$ cat config.mk
export PLATFORM = sky130hd
export DESIGN_NAME = sync_level_debounce
export DESIGN_NICKNAME = d
export VERILOG_FILES = /design/src/rtl/sync_level_debounce.sv
export SDC_FILE = /design/constraint.sdc
export NUM_CORES = 1
export LEC_CHECK = 0
export BUFFER_PORTS_ARGS = -buffer_cell sky130_fd_sc_hd__buf_2
export CAP_MARGIN = 20
export CORE_MARGIN = 10
export CORE_UTILIZATION = 43
export CTS_BUF_LIST = sky130_fd_sc_hd__clkbuf_8
export CTS_CLUSTER_SIZE = 14
export DETAILED_ROUTE_END_ITERATION = 16
export PLACE_DENSITY = 0.67
export SETUP_SLACK_MARGIN = 0.05
export SYNTH_ARGS = -nofsm -noshare
export SYNTH_HDL_FRONTEND = slang
export SYNTH_SLANG_ARGS = --single-unit
$ cat constraint.sdc
create_clock -name clkB -period 3.6 [get_ports clkB]
set_input_delay 0.72 -clock clkB [delete_from_list [all_inputs] [get_ports clkB]]
set_output_delay 0.72 -clock clkB [all_outputs]
set_load 0.005 [all_outputs]
$ cat src/rtl/sync_level_debounce.sv
// Glitch filter for a synchronized clkB-domain level: clean level, rise/fall strobes, saturating rise counter.
// Optional rejected-glitch counter enabled by defining SYNC_DEBOUNCE_GLITCH_CNT_EN.
module sync_level_debounce #(
  parameter int unsigned DEBOUNCE_CYCLES = 4,
  parameter int unsigned QCNT_W          = 16,
  parameter int unsigned CNT_W           = 16,
  parameter bit          INIT_LEVEL      = 1'b0
) (
  input  logic             clkB,
  input  logic             rstB,
  input  logic             sig_in,
  input  logic             cnt_clr,
  output logic             level_out,
  output logic             rise_pls,
  output logic             fall_pls,
  output logic [CNT_W-1:0] edge_cnt,
  output logic             busy
`ifdef SYNC_DEBOUNCE_GLITCH_CNT_EN
  ,
  output logic [CNT_W-1:0] glitch_cnt
`endif
);

  localparam int unsigned      QW1      = QCNT_W + 1;
  localparam logic [QCNT_W:0]  N_Q      = QW1'(DEBOUNCE_CYCLES);
  localparam bit               ONE_SHOT = (DEBOUNCE_CYCLES == 1);

  typedef enum logic [1:0] {
    ST_LO   = 2'd0,
    QUAL_HI = 2'd1,
    ST_HI   = 2'd2,
    QUAL_LO = 2'd3
  } state_e;

  localparam state_e RST_STATE = INIT_LEVEL ? ST_HI : ST_LO;

  state_e              state_q;
  logic [QCNT_W-1:0]   qcnt_q;
  logic                level_q;
  logic                rise_q;
  logic                fall_q;
  logic                busy_q;
  logic [CNT_W-1:0]    edge_cnt_q;

  logic [QCNT_W:0]     qcnt_inc;
  logic                qual_done;
  logic                rise_evt;
  logic                abort_evt;

  // Extra top bit keeps the qualification compare exact even when qcnt is near full scale.
  assign qcnt_inc  = QW1'(qcnt_q) + QW1'(1);
  assign qual_done = (qcnt_inc == N_Q);

  assign rise_evt  = ((state_q == ST_LO) && sig_in && ONE_SHOT) ||
                     ((state_q == QUAL_HI) && sig_in && qual_done);
  assign abort_evt = ((state_q == QUAL_HI) && !sig_in) ||
                     ((state_q == QUAL_LO) && sig_in);

  // Qualification FSM; level, strobes and busy are registered alongside the state.
  always_ff @(posedge clkB or posedge rstB) begin
    if (rstB) begin
      state_q <= RST_STATE;
      qcnt_q  <= '0;
      level_q <= INIT_LEVEL;
      rise_q  <= 1'b0;
      fall_q  <= 1'b0;
      busy_q  <= 1'b0;
    end else begin
      rise_q <= 1'b0;
      fall_q <= 1'b0;
      case (state_q)
        ST_LO: begin
          if (sig_in) begin
            if (ONE_SHOT) begin
              state_q <= ST_HI;
              level_q <= 1'b1;
              rise_q  <= 1'b1;
            end else begin
              state_q <= QUAL_HI;
              qcnt_q  <= QCNT_W'(1);
              busy_q  <= 1'b1;
            end
          end
        end
        QUAL_HI: begin
          if (!sig_in) begin
            state_q <= ST_LO;
            qcnt_q  <= '0;
            busy_q  <= 1'b0;
          end else if (qual_done) begin
            state_q <= ST_HI;
            qcnt_q  <= '0;
            level_q <= 1'b1;
            rise_q  <= 1'b1;
            busy_q  <= 1'b0;
          end else begin
            qcnt_q  <= qcnt_inc[QCNT_W-1:0];
          end
        end
        ST_HI: begin
          if (!sig_in) begin
            if (ONE_SHOT) begin
              state_q <= ST_LO;
              level_q <= 1'b0;
              fall_q  <= 1'b1;
            end else begin
              state_q <= QUAL_LO;
              qcnt_q  <= QCNT_W'(1);
              busy_q  <= 1'b1;
            end
          end
        end
        QUAL_LO: begin
          if (sig_in) begin
            state_q <= ST_HI;
            qcnt_q  <= '0;
            busy_q  <= 1'b0;
          end else if (qual_done) begin
            state_q <= ST_LO;
            qcnt_q  <= '0;
            level_q <= 1'b0;
            fall_q  <= 1'b1;
            busy_q  <= 1'b0;
          end else begin
            qcnt_q  <= qcnt_inc[QCNT_W-1:0];
          end
        end
        default: begin
          state_q <= RST_STATE;
          qcnt_q  <= '0;
          level_q <= INIT_LEVEL;
          busy_q  <= 1'b0;
        end
      endcase
    end
  end

  // Saturating count of accepted rises; clear has priority over a same-edge increment.
  always_ff @(posedge clkB or posedge rstB) begin
    if (rstB) begin
      edge_cnt_q <= '0;
    end else if (cnt_clr) begin
      edge_cnt_q <= '0;
    end else if (rise_evt && (edge_cnt_q != '1)) begin
      edge_cnt_q <= edge_cnt_q + CNT_W'(1);
    end
  end

`ifdef SYNC_DEBOUNCE_GLITCH_CNT_EN
  logic [CNT_W-1:0] glitch_cnt_q;

  // Saturating count of candidate changes abandoned before qualification completed.
  always_ff @(posedge clkB or posedge rstB) begin
    if (rstB) begin
      glitch_cnt_q <= '0;
    end else if (cnt_clr) begin
      glitch_cnt_q <= '0;
    end else if (abort_evt && (glitch_cnt_q != '1)) begin
      glitch_cnt_q <= glitch_cnt_q + CNT_W'(1);
    end
  end

  assign glitch_cnt = glitch_cnt_q;
`else
  logic unused_abort;
  assign unused_abort = abort_evt;
`endif

  assign level_out = level_q;
  assign rise_pls  = rise_q;
  assign fall_pls  = fall_q;
  assign edge_cnt  = edge_cnt_q;
  assign busy      = busy_q;

  a_strobe_excl: assert property (@(posedge clkB) disable iff (rstB) !(rise_q && fall_q));
  a_busy_state:  assert property (@(posedge clkB) disable iff (rstB)
                   busy_q == ((state_q == QUAL_HI) || (state_q == QUAL_LO)));

endmodule

# Word-level counts from Yosys, hierarchy flattened
# Index checks and enable logic that the tools add are counted.
# word_totals
regBits,38
word_cells,62
in_bits,4
# classes
add_sub_neg,2
muxes,31
n_eq_ne,13
n_reduce_logical,9
# op_table
operator,count
2-to-1 mux 16 bit,7
case mux 16 bit (4 select lines),1
"adder 16 x 1 -> 17 bit, second input constant",1
"== test 17 x 3 -> 1 bit, second input constant",1
"adder 16 x 1 -> 16 bit, second input constant",1
"!= test 16 bit, second input constant",1
2-to-1 mux 1 bit,14
2-to-1 mux 2 bit,6
"!= test 2 bit, second input constant",6
case mux 2 bit (4 select lines),1
"!= test 3 bit, second input constant",2
AND reduction 5 bit,1
"== test 2 bit, second input constant",2
case mux 1 bit (4 select lines),1
AND reduction 4 bit,1
nonzero test 2 bit,2
logical AND 1 bit,3
"== test 2 x 1 -> 1 bit, second input constant",1
logical NOT 2 bit,1
case mux 1 bit (2 select lines),1
AND reduction 2 bit,1

# Depth between registers and ports, before layout
# Gate-level depths: netlist (run 1).
# depth
ltp_word,6
depth_mapped,9

# Worst setup path before layout (run 1)
# OpenSTA, ideal clock, no wires.
# synth_path
path_type,flip-flop to flip-flop
from,reg qcnt_q[6]
to,reg edge_cnt_q[0] (netlist: edge_cnt[0])
path_stages_with_launch,8
slack_ns,0.951
required_time_ns,3.522
setup_ns,0.078
arrival_time_ns,2.571
synth_period_minus_slack_ns,2.649
cell_sequence,dfrtp_1 -> and4_4 -> nand2_2 -> or3_2 -> mux2i_4 -> or4_4 -> or4_1 -> a21oi_1
# synth_via
elab_chain_cells,5
# synth_lines
element,line_no,source
start: declaration,38,logic [QCNT_W-1:0] qcnt_q;
start signal: assignment,97,qcnt_q <= qcnt_inc[QCNT_W-1:0];
start signal: assignment,125,qcnt_q <= qcnt_inc[QCNT_W-1:0];
adder 16 x 1 -> 17 bit,51,assign qcnt_inc = QW1'(qcnt_q) + QW1'(1);
== test 17 x 3 -> 1 bit,52,assign qual_done = (qcnt_inc == N_Q);
logical AND 1 bit,55,((state_q == QUAL_HI) && sig_in && qual_done);
logical AND 1 bit,144,end else if (rise_evt && (edge_cnt_q != '1)) begin
nonzero test 2 bit (no line),-,
end signal: assignment,145,edge_cnt_q <= edge_cnt_q + CNT_W'(1);
end: declaration,43,logic [CNT_W-1:0] edge_cnt_q;
# No other way between the ends.
# A chain may end at the register's enable or synchronous reset.

# Final worst setup path (run 1)
# layout_path
from,reg qcnt_q[8]
to,reg edge_cnt_q[11] (netlist: edge_cnt[11])
# Same word-level chain as after synthesis.

==> results.md, run 1 <==
* Final HPWL from detailed placement at approximately 4000 µm
* Net count after synthesis at ~280
* Clock transition time at the flip-flop clock pins of the worst setup and hold paths at 0.08 ns
* Hold/Removal Path Class: flop to flop
* Post-cts hold buffer count at 0
* Starting density of the core at 44.4%
* Count of buffers added by post-CTS timing repair for setup at 0
* Slew Viols, Final at 0
* Number of cells in the design after placement at 355
* Sequential share of power at around 43%
* Flops & latches, synth at 38
* Pwr dens at 424 mW/mm²
* Synthesized-area fraction occupied by xor and xnor cells at 5.34%
* Data arrival time at the worst-slack endpoint at 3.23 ns
* Clock sinks at 38
* Crit-path max FO at 16
* WHS at 0.529 ns
* Post-synth top area cell: dfrtp_1
* Minimum period implied by the final worst setup slack at 3.04 ns
* Final total negative setup slack at 0 ns
* Clock tree from TritonCTS: done
* Footprint of the multi-input gates at 0.00137 mm²
* Count of flip-flops with a built-in enable after synthesis at 0
* Count of unique library cells instantiated by Yosys at 49
* Via density at 5.77
* Largest net degree at the start of global routing at 31
* Final critical-path share of the clock period at around 85%
* Final worst clock skew at 0.00715 ns
* Residual DRC count at 0
* Area contributors post-synth: dfrtp_1 (39%), nand4_1 (5.1%), mux2_2 (4.6%), nor2_1 (4.3%), xor2_1 (3.6%)
* Final setup violation count at 0
* # diodes at 0
* Int Power at between 0.7 and 0.8 mW
* Core area at roughly 0.0055 mm²
* Net Sw Power at 0.425 mW
* Run status: finished, final reports clean
* Synthesized-area fraction occupied by and/or/nand/nor cells at 30.0%
* Height of the die at 95.7 µm
* Type of origin of the critical path: flop
* Clock power frac at about 28%
* Vias in the first global route at approximately 2100
* Main combinational cell family by area after synthesis: simple AND/OR/NAND/NOR gates
* Summed instance area of the synthesized netlist at around 0.0025 mm²
* First-pass DRT Iterations at 4
* Critical path type: flop to flop
* Final design instance area without fill at 0.00270 mm²
* Category of the worst setup path capture point: flop
* Top-area cell type share of the netlist area at approximately two fifths
* Grt ovf at 0
* Filler-free cell count of the finished design at around 360
* Fmax at 329 MHz
* Leakage at 1.22 nW
* Overall routed net length at 5790 µm
* Initial antenna violation count at 0
* Number of inserted filler cells in the final layout at 560
* Tightest Pin Transition at between 0.9 and 1 ns
* Share of layout cells above drive strength 1 at 20.3%
* Die Footprint at 0.00915 mm²
* Part of the power in combinational logic at approximately 29%
* Portion of the post-synthesis area used by sequential elements at 38.6%
* GRT Resource Usage Total at a little over an eighth
* Layout Area Growth over Synthesis at 9.56%
* Standard-cell row count at 27
* Placed Area at 0.00260 mm²
* Number of DRC markers in iteration 0 at 105
* Syn_area_per_cell at between 9 and 10 µm²
* Count of yosys warnings during synthesis at 0
* Area share of fa/ha/maj cells after synthesis at just over 1%
* Global-route wire length before repair at ~9900 µm
* Number of buffers created by CTS at 5
* Sequential Area at around 950 µm²
* Cells after synthesis at roughly 270
* Area fraction in compound gates after synthesis at 10.6%
* Final Net Count at 296
* Final hold violation count at 0
* Clock tree root buffer cell: clkbuf_8
* Switching Fraction at between 30% and 40%
* Max-capacitance violation count at 0
* Max-Slew Margin vs Limit at approximately 39%
* Worst path required time at 3.79 ns
* Number of H-tree levels at 2
* Setup repair after global routing missed its margin: no
* Resized cells post-CTS at 0
* Maximum vdd ir drop at 0.000233 V
* Async SR Flop Fraction at 100%
* I/O pin count at 24
* Skew-Pair Late Insertion Delay at about 0.30 ns
* Overall die width at 95.7 µm
* ANT nets after route at 0
* Buffers added on ports at 23
* Routed vias at 2094
* Mux contribution to synthesized area at 8.59%
* Clock Path Buffers at 2
* Dominant register cell in the synthesized netlist: dfrtp_1
* Final core utilization at roughly half
* Average routed wire per standard cell at 16.0 µm
* RePlAce Congestion at between 0.9 and 1
Yosys cell counts (all sizes together), types with 2 or more instances:
cell type / count
a21oi: 5
a31oi: 4
a32o: 2
and2: 3
and3: 11
and4: 5
buf: 9
clkbuf: 6
dfrtp: 38
ha: 2
inv: 11
mux2: 15
mux2i: 3
nand2: 23
nand3: 14
nand4: 20
nor2: 28
nor2b: 12
nor3: 6
nor4: 2
nor4b: 2
o21ai: 5
o22ai: 10
o31ai: 6
or4: 3
xnor2: 5
xor2: 10
metal layers:
metal / up-vias / GRT usage (%) / part of all wire (%) / wire length [µm]
li1: 1023 / - / - / -
met4: 0 / 5.77 / 2.0 / 118
met1: 1009 / 16.9 / 46 / 2650
met5: - / 0 / 0 / 0
met3: 14 / 3.30 / 4.5 / 261
met2: 48 / 21.4 / 48 / 2770
path summary, 6_finish.rpt:
kind	depth (start not counted)	slack [ns]	to	from
hold reg to reg	1	0.53	busy	busy
setup reg to reg	7	0.56	edge_cnt[11]	qcnt_q[8]
max in group asynchronous	3	2.21	qcnt_q[11]	rstB
min in group asynchronous	2	0.60	edge_cnt[9]	rstB
setup / recovery	7	0.56	edge_cnt[11]	qcnt_q[8]
hold / removal	1	0.53	busy	busy
worst max-delay path: stages (launching register included):
cell     delay, ns
dfrtp_1       0.50
and4_4        0.31
nand2_2       0.08
or3_2         0.53
mux2i_4       0.23
nor4b_4       0.71
nand4_1       0.20
mux2_1        0.36
cell usage in the layout, fill, tap and decap left out, types with 2 or more instances in the layout:
master,count
buf_4,5
mux2i_1,2
inv_1,11
a31oi_1,4
o31ai_1,6
and4_4,2
mux2_1,5
buf_2,23
and4_1,2
ha_1,2
nor2_1,28
and3_1,11
mux2_2,10
nand4_1,20
clkbuf_8,6
or4_1,2
and2_1,3
nand2_2,2
dfrtp_1,38
xnor2_1,5
o21ai_0,4
xor2_1,10
nor3_1,6
nor4_1,2
a21oi_1,5
a32o_1,2
nand2_1,21
o22ai_1,10
nor2b_1,12
nand3_1,14
power groups by stage:
stage | logic, mW | clock network (mW) | registers, mW
finish | 0.330 | 0.319 | 0.494
global placement | 0.328 | 0 | 0.499
CTS | 0.334 | 0.326 | 0.494
detailed placement | 0.333 | 0 | 0.502
floorplan | 0.233 | 0 | 0.497
global route | 0.369 | 0.340 | 0.501
cell type report:
cell class                 instances  area share [%]
multi-input combinational        206            50.7
sequential                        38            35.3
timing repair buffer              28            5.66
tap                               72            3.34
clock buffer                       6            3.06
inverter                          11            1.53
clock inverter                     2           0.464
stage by stage:
stage          total power, mW  setup slack, ns
3_3_place_gp             0.827            0.624
2_1_floorplan            0.731            0.951
3_5_place_dp             0.835            0.567
6_report                  1.14            0.557
4_1_cts                   1.15            0.563
5_1_grt                   1.21            0.355
sequential cells by signal (all words and copies together), names as in the netlist, named ones only:
name       flops
state_q        1
rise_pls       1
busy           1
qcnt_q        16
fall_pls       1
edge_cnt      16
level_out      1
cell families (layout without fill, tap and decap cells):
kind of cell | count (synthesis) | in the layout
compound gates | 38 | 38
fa+ha+maj | 2 | 2
flops | 38 | 38
xor+xnor | 15 | 15
mux | 18 | 18
buf+inv | 27 | 47
simple gates | 133 | 133
Power figures use the tool's default switching activity.
==> run 2: changes to the inputs <==
--- a/config.mk
+++ b/config.mk
@@ -5,6 +5,7 @@
 export SDC_FILE = /design/constraint.sdc
 export NUM_CORES = 1
 export LEC_CHECK = 0
+export ABC_AREA = 1
 export BUFFER_PORTS_ARGS = -buffer_cell sky130_fd_sc_hd__buf_2
 export CAP_MARGIN = 20
 export CORE_MARGIN = 10
@@ -12,7 +13,7 @@
 export CTS_BUF_LIST = sky130_fd_sc_hd__clkbuf_8
 export CTS_CLUSTER_SIZE = 14
 export DETAILED_ROUTE_END_ITERATION = 16
-export PLACE_DENSITY = 0.67
+export PLACE_DENSITY = 0.7
 export SETUP_SLACK_MARGIN = 0.05
 export SYNTH_ARGS = -nofsm -noshare
 export SYNTH_HDL_FRONTEND = slang
==> constraint.sdc (replaced) <==
create_clock -name clkB -period 2.5 [get_ports clkB]
set_input_delay 0.5 -clock clkB [delete_from_list [all_inputs] [get_ports clkB]]
set_output_delay 0.5 -clock clkB [all_outputs]
set_load 0.005 [all_outputs]
==> run 2 against run 1 <==
- area after synthesis down 2.8%
- total power grew 51%
- via count is 10% higher
- flip-flop and latch count unchanged
- routed wire length rose by 0.47%
- sequential power is 47% higher
- fmax increased by 38%
- sequential share of layout area decreased by 0.77 points
- register-to-register slack worse by 0.27 ns
==> results.md, run 2 <==
* Via density at 5.13
* Final HPWL from detailed placement at 4250 µm
* Pwr Total at about 1.7 mW
* # diodes at 0
* Number of buffers created by CTS at 5
* RePlAce Congestion at 0.857
* Final Net Count at between 300 and 400
* Portion of the post-synthesis area used by sequential elements at roughly two fifths
* Pwr dens at 625 mW/mm²
* Post-synth top area cell: dfrtp_1
* Minimum period implied by the final worst setup slack at between 2 and 2.5 ns
* Final hold violation count at 0
* Overall die width at 94.6 µm
* Cells after synthesis at 347
* Sequential Area at approximately 950 µm²
* Most frequently used cell type in the post-synthesis netlist: nand2_1
* Number of DRC markers in iteration 0 at 166
* Number of inserted filler cells in the final layout at 551
* Final total negative setup slack at 0 ns
* GRT Resource Usage Total at 13.2%
* Clock Path Buffers at 2
* Summed instance area of the synthesized netlist at approximately 0.0024 mm²
* Flops & latches, synth at 38
* Area contributors post-synth: dfrtp_1 (40%), nand2_1 (19%), nand3_1 (6.7%), nor2_1 (6.6%), inv_1 (5.6%)
* Net count after synthesis at approximately 350
* Tightest Pin Transition at 0.527 ns
* Leakage at 1.33 nW
* Vias in the first global route at 2214
* Starting density of the core at 44.0%
* Critical path type: flop to flop
* Max-Slew Margin vs Limit at 64.8%
* Run status: finished, final reports clean
* Grt ovf at 0
* Cell chain of the critical path: ha_2 > nand2_1 > nor2_4 > nand3_1 > nand2_1 > nand2_1 > nor2_1 > nand2_1 > nor2_4 > nand2_2 > nand2_2 > buf_6 > o22ai_1
* Count of unique library cells instantiated by Yosys at 25
* Final setup violation count at 0
* WHS at 0.311 ns
* Commonest cells after routing, fill and taps aside: nand2_1 (117), nor2_1 (42), inv_1 (38), dfrtp_1 (38), nand3_1 (32)
* Slew Viols, Final at 0
* Clock tree from TritonCTS: done
* Final core utilization at 50.7%
* Dominant register cell in the synthesized netlist: dfrtp_1
* Count of yosys warnings during synthesis at 0
* Cell with the largest stage delay on the worst path: dfrtp_1
* ANT nets after route at 0
* Top-area cell type share of the netlist area at 39.7%
* Category of the worst setup path capture point: flop
* Largest net degree at the start of global routing at 39
* Initial antenna violation count at 0
* Average routed wire per standard cell at 12.9 µm
* Final critical-path share of the clock period at 88.5%
* Number of H-tree levels at 2
* Clock transition time at the flip-flop clock pins of the worst setup and hold paths at about 0.08 ns
* Max-capacitance violation count at 0
* Most common library cell in the layout ignoring fill and taps: nand2_1
* Footprint of the multi-input gates at around 0.0013 mm²
* Global-route wire length before repair at between 9000 and 10000 µm
* Skew-Pair Late Insertion Delay at 0.28 ns
* Fmax at about 450 MHz
* Hold/Removal Path Class: input pin to asynchronous set/reset pin
* List of most frequent post-synthesis cells: nand2_1 (119), nor2_1 (42), dfrtp_1 (38)
* Clock sinks at 38
* I/O pin count at 24
* Core area at 0.00544 mm²
* Setup repair after global routing missed its margin: no
* Minimum setup slack among reg-to-reg paths at 0.29 ns
* Die Footprint at 0.00895 mm²
* Buffers added on ports at 23
* Maximum vdd ir drop at approximately 0.00028 V
* Overall routed net length at approximately 5800 µm
* Syn_area_per_cell at 6.89 µm²
* First-pass DRT Iterations at 5
* Filler-free cell count of the finished design at 451
* Clock tree root buffer cell: clkbuf_8
* Routed vias at 2312
* Residual DRC count at 0
* Data arrival time at the worst-slack endpoint at 2.36 ns
* Layout Area Growth over Synthesis at 15.2%
* Standard-cell row count at 27
* Type of origin of the critical path: flop
* Most common cell on crit path: nand2_1
* Final worst clock skew at 0.00675 ns
* Share of layout cells above drive strength 1 at 14.0%
* Crit-path max FO at 16
* Post-cts hold buffer count at 0
* Number of cells in the design after placement at 441
* Worst path required time at 2.65 ns
* Height of the die at 94.6 µm
* Maximum cell stage delay along the critical path at approximately 0.40 ns
* Async SR Flop Fraction at 100%
* Count of flip-flops with a built-in enable after synthesis at 0
==> run 2: changes by cell type after synthesis, moves of 10 or more <==
cell / before / now
and3_1: 11 / 0
inv_1: 11 / 36
mux2_2: 10 / 0
nand2_1: 21 / 119
nand3_1: 14 / 32
nand4_1: 20 / 8
nor2_1: 28 / 42
nor2b_1: 12 / 0
==> run 2: repair_timing <==
action,4_1_cts,5_1_grt
endpoints found under the setup margin,0,34
setup buffers,0,2
gates resized for setup,0,6
==> run 2: final timing paths <==
path / start / end / cells past startpoint
min in group clkB: busy / busy / 2
max in group asynchronous: rstB / busy / 3
worst max-delay path: qcnt_q[1] / qcnt_q[10] / 13
worst min-delay path: rstB / edge_cnt[3] / 3
worst max register to register: qcnt_q[1] / qcnt_q[10] / 13
worst min register to register: busy / busy / 2
==> run 2: logic make-up (layout without fill, tap and decap cells) <==
group           after synthesis  after routing  share of synthesized area (%)
buf+inv                      47             79                           7.95
xor+xnor                     15             15                           5.49
simple gates                222            222                           40.2
flops                        38             38                           39.7
fa+ha+maj                     2              2                           1.05
compound gates               23             23                           5.54
==> run 2: cell type report <==
cell class / instances / area share [%]
multi-input combinational: 262 / 46.0
sequential: 38 / 34.5
timing repair buffer: 34 / 7.31
inverter: 37 / 5.04
tap: 72 / 3.27
clock buffer: 5 / 2.50
clock inverter: 3 / 1.36
==> run 2: routing by layer <==
metal	wire length (µm)	GRT usage, %	up-vias
met5	0	0	-
met1	2680	16.6	1087
met2	2830	22.2	51
met4	57	3.12	0
li1	-	-	1168
met3	254	3.33	6
==> run 2: power by group <==
part / internal (mW) / switching (mW)
logic: 0.174 / 0.324
clock network: 0.291 / 0.211
registers: 0.676 / 0.0484
==> run 2: stage by stage <==
stage	instance area [µm²]	worst slack, ns
2_1_floorplan	2390	0.559
3_3_place_gp	2610	0.262
3_5_place_dp	2610	0.161
4_1_cts	2720	0.143
5_1_grt	2760	0.0699
6_report	2760	0.289
==> run 2: critical path, delay by kind of cell (launching register included) <==
| family | cells | cell delay, ns |
|---|---|---|
| AOI/OAI and AO/OA | 1 | 0.09 |
| adders and majority gates | 1 | 0.24 |
| DFF | 1 | 0.40 |
| and+or+nand+nor | 10 | 1.17 |
| buffers and inverters | 1 | 0.18 |
==> run 3: changes to the inputs <==
--- a/config.mk
+++ b/config.mk
@@ -5,15 +5,17 @@
 export SDC_FILE = /design/constraint.sdc
 export NUM_CORES = 1
 export LEC_CHECK = 0
-export ABC_AREA = 1
+export ABC_AREA = 0
 export BUFFER_PORTS_ARGS = -buffer_cell sky130_fd_sc_hd__buf_2
 export CAP_MARGIN = 20
+export CORE_ASPECT_RATIO = 0.7
 export CORE_MARGIN = 10
 export CORE_UTILIZATION = 43
 export CTS_BUF_LIST = sky130_fd_sc_hd__clkbuf_8
 export CTS_CLUSTER_SIZE = 14
 export DETAILED_ROUTE_END_ITERATION = 16
-export PLACE_DENSITY = 0.7
+export HOLD_SLACK_MARGIN = 0.15
+export PLACE_DENSITY = 0.69
 export SETUP_SLACK_MARGIN = 0.05
 export SYNTH_ARGS = -nofsm -noshare
 export SYNTH_HDL_FRONTEND = slang
==> run 3 against run 2 <==
- total power up 2.7%
- register-to-register slack worse by 0.27 ns
- first-iteration DRC count up 34%
- worst setup slack worse by 0.27 ns
- count of clock-buffer cells in the layout up 1
- critical path depth down 6
- clock power down 9.8%
- clock skew about the same
- flip-flop and latch count unchanged
- via count down 0.35%
- critical endpoint is now edge_cnt[0]
==> results.md, run 3 (synthesis gave the netlist of run 1 again) <==
* Run status: finished, final reports clean
* Max-Slew Margin vs Limit at 56.8%
* Initial antenna violation count at 0
* Final setup violation count at 0
* Number of buffers created by CTS at 5
* Commonest cells after routing, fill and taps aside: dfrtp_1 (37), buf_4 (29), nor2_1 (28)
* Cell with the largest stage delay on the worst path: or4_4
* Slew Viols, Final at 0
* Category of the worst setup path capture point: flop
* Buffers added on ports at 23
* Final HPWL from detailed placement at 4430 µm
* Pre-CTS WS at -0.0446 ns
* Final critical-path share of the clock period at 99.3%
* Clock tree from TritonCTS: done
* Number of H-tree levels at 2
* Via density at between 5 and 6
* Overall die width at 110 µm
* Critical path type: flop to flop
* Setup repair after global routing missed its margin: yes
* Pwr dens at approximately 570 mW/mm²
* Max-capacitance violation count at 0
* Maximum cell stage delay along the critical path at 0.52 ns
* Maximum vdd ir drop at around 0.00049 V
* Crit-path max FO at 5
* Residual DRC count at 0
* Final worst clock skew at between 0.007 and 0.008 ns
* Skew-Pair Late Insertion Delay at 0.29 ns
* Fin worst setup slack at 0.0185 ns
* # diodes at 0
* I/O pin count at 24
* Routed vias at roughly 2300
* CP top delay family: simple AND/OR/NAND/NOR gates
* ANT nets after route at 0
* Tightest Pin Transition at 0.644 ns
* RePlAce Congestion at roughly 0.9
* Most common library cell in the layout ignoring fill and taps: dfrtp_1
* Grt ovf at 0
* Overall routed net length at roughly 6600 µm
* Height of the die at 83.3 µm
* Type of origin of the critical path: flop
* Number of cells in the design after placement at approximately 370
* Share of layout cells above drive strength 1 at 35.3%
* GRT Resource Usage Total at between 10 and 15%
* Data arrival time at the worst-slack endpoint at around 2.7 ns
* Pwr Total at 1.77 mW
* Filler-free cell count of the finished design at approximately 390
* Leakage at roughly 1.4 nW
* Minimum period implied by the final worst setup slack at 2.48 ns
* Standard-cell row count at 22
* Final Net Count at about 330
* Clock tree root buffer cell: clkbuf_8
* Vias in the first global route at between 2000 and 2500
* Hold/Removal Path Class: input pin to asynchronous set/reset pin
* Clock Path Buffers at 2
* Die Footprint at ~0.0092 mm²
* Crit path buf inv count at 0
* Clock transition time at the flip-flop clock pins of the worst setup and hold paths at 0.08 ns
* Final core utilization at between 50% and 60%
* Largest net degree at the start of global routing at 39
* Number of DRC markers in iteration 0 at 223
* Starting density of the core at 45.6%
* Final total negative setup slack at 0 ns
* First-pass DRT Iterations at 5
* Most common cell on crit path: or4_4
* Average routed wire per standard cell at 16.8 µm
* Final hold violation count at 0
* Fmax at 403 MHz
* Cell chain of the critical path: and4_4 > nand2_2 > or3_4 > mux2i_4 > or4_4 > or4_4 > a21oi_2
* Global-route wire length before repair at 10700 µm
* Core area at 0.00540 mm²
* Clock sinks at 38
* Worst path required time at around 2.7 ns
* Layout Area Growth over Synthesis at 26.8%
-- run 3: metrics by stage --
step / hold WS (ns) / area (µm²)
2_1_floorplan: 0.501 / 2490
3_3_place_gp: 0.499 / 2770
3_5_place_dp: 0.497 / 2770
4_1_cts: 0.332 / 2940
5_1_grt: 0.388 / 3120
6_report: 0.314 / 3120
-- run 3: layout make-up --
cell class	count	area (µm²)
Multi-Input combinational cell	206	1520
Fill cell	482	2270
Clock buffer	6	82.6
Sequential cell	38	952
Clock inverter	2	12.5
Tap cell	72	90.1
Inverter	11	41.3
Timing Repair Buffer	57	425
-- run 3: final timing paths --
path,slack (ns),depth (start not counted),end,start
max in group asynchronous,1.80,3,qcnt_q[4],rstB
min in group clkB,0.46,2,fall_pls,sig_in
worst max register to register,0.02,7,edge_cnt[0],qcnt_q[8]
worst min register to register,0.52,1,busy,busy
worst max-delay path,0.02,7,edge_cnt[0],qcnt_q[8]
worst min-delay path,0.31,3,edge_cnt[6],rstB
-- run 3: routing by layer --
layer	GRT usage (%)	vias to the layer above	part of all wire, %
met5	0	-	0
met4	3.75	0	1.3
met3	3.38	8	7.3
met2	19.0	76	41
met1	19.2	1135	50
li1	-	1085	-
-- run 3: power by group --
part	total [mW]	internal (mW)	switching [mW]	leakage [nW]
combinational	0.612	0.230	0.382	0.873
sequential	0.706	0.661	0.0451	0.514
clock	0.452	0.222	0.230	0.0472
total	1.77	1.11	0.656	1.43
-- run 3: worst min-delay path: cells and delay by family --
family,cells,cell delay [ns]
buf+inv,3,0.56
-- run 3: what timing repair did --
item	in CTS	in global routing
cloned	0	2
hold endpoints to repair	0	0
hold buffers	0	0
pin swaps	9	16
buffers inserted	7	2
resized for setup	6	24
setup endpoints to repair	17	20
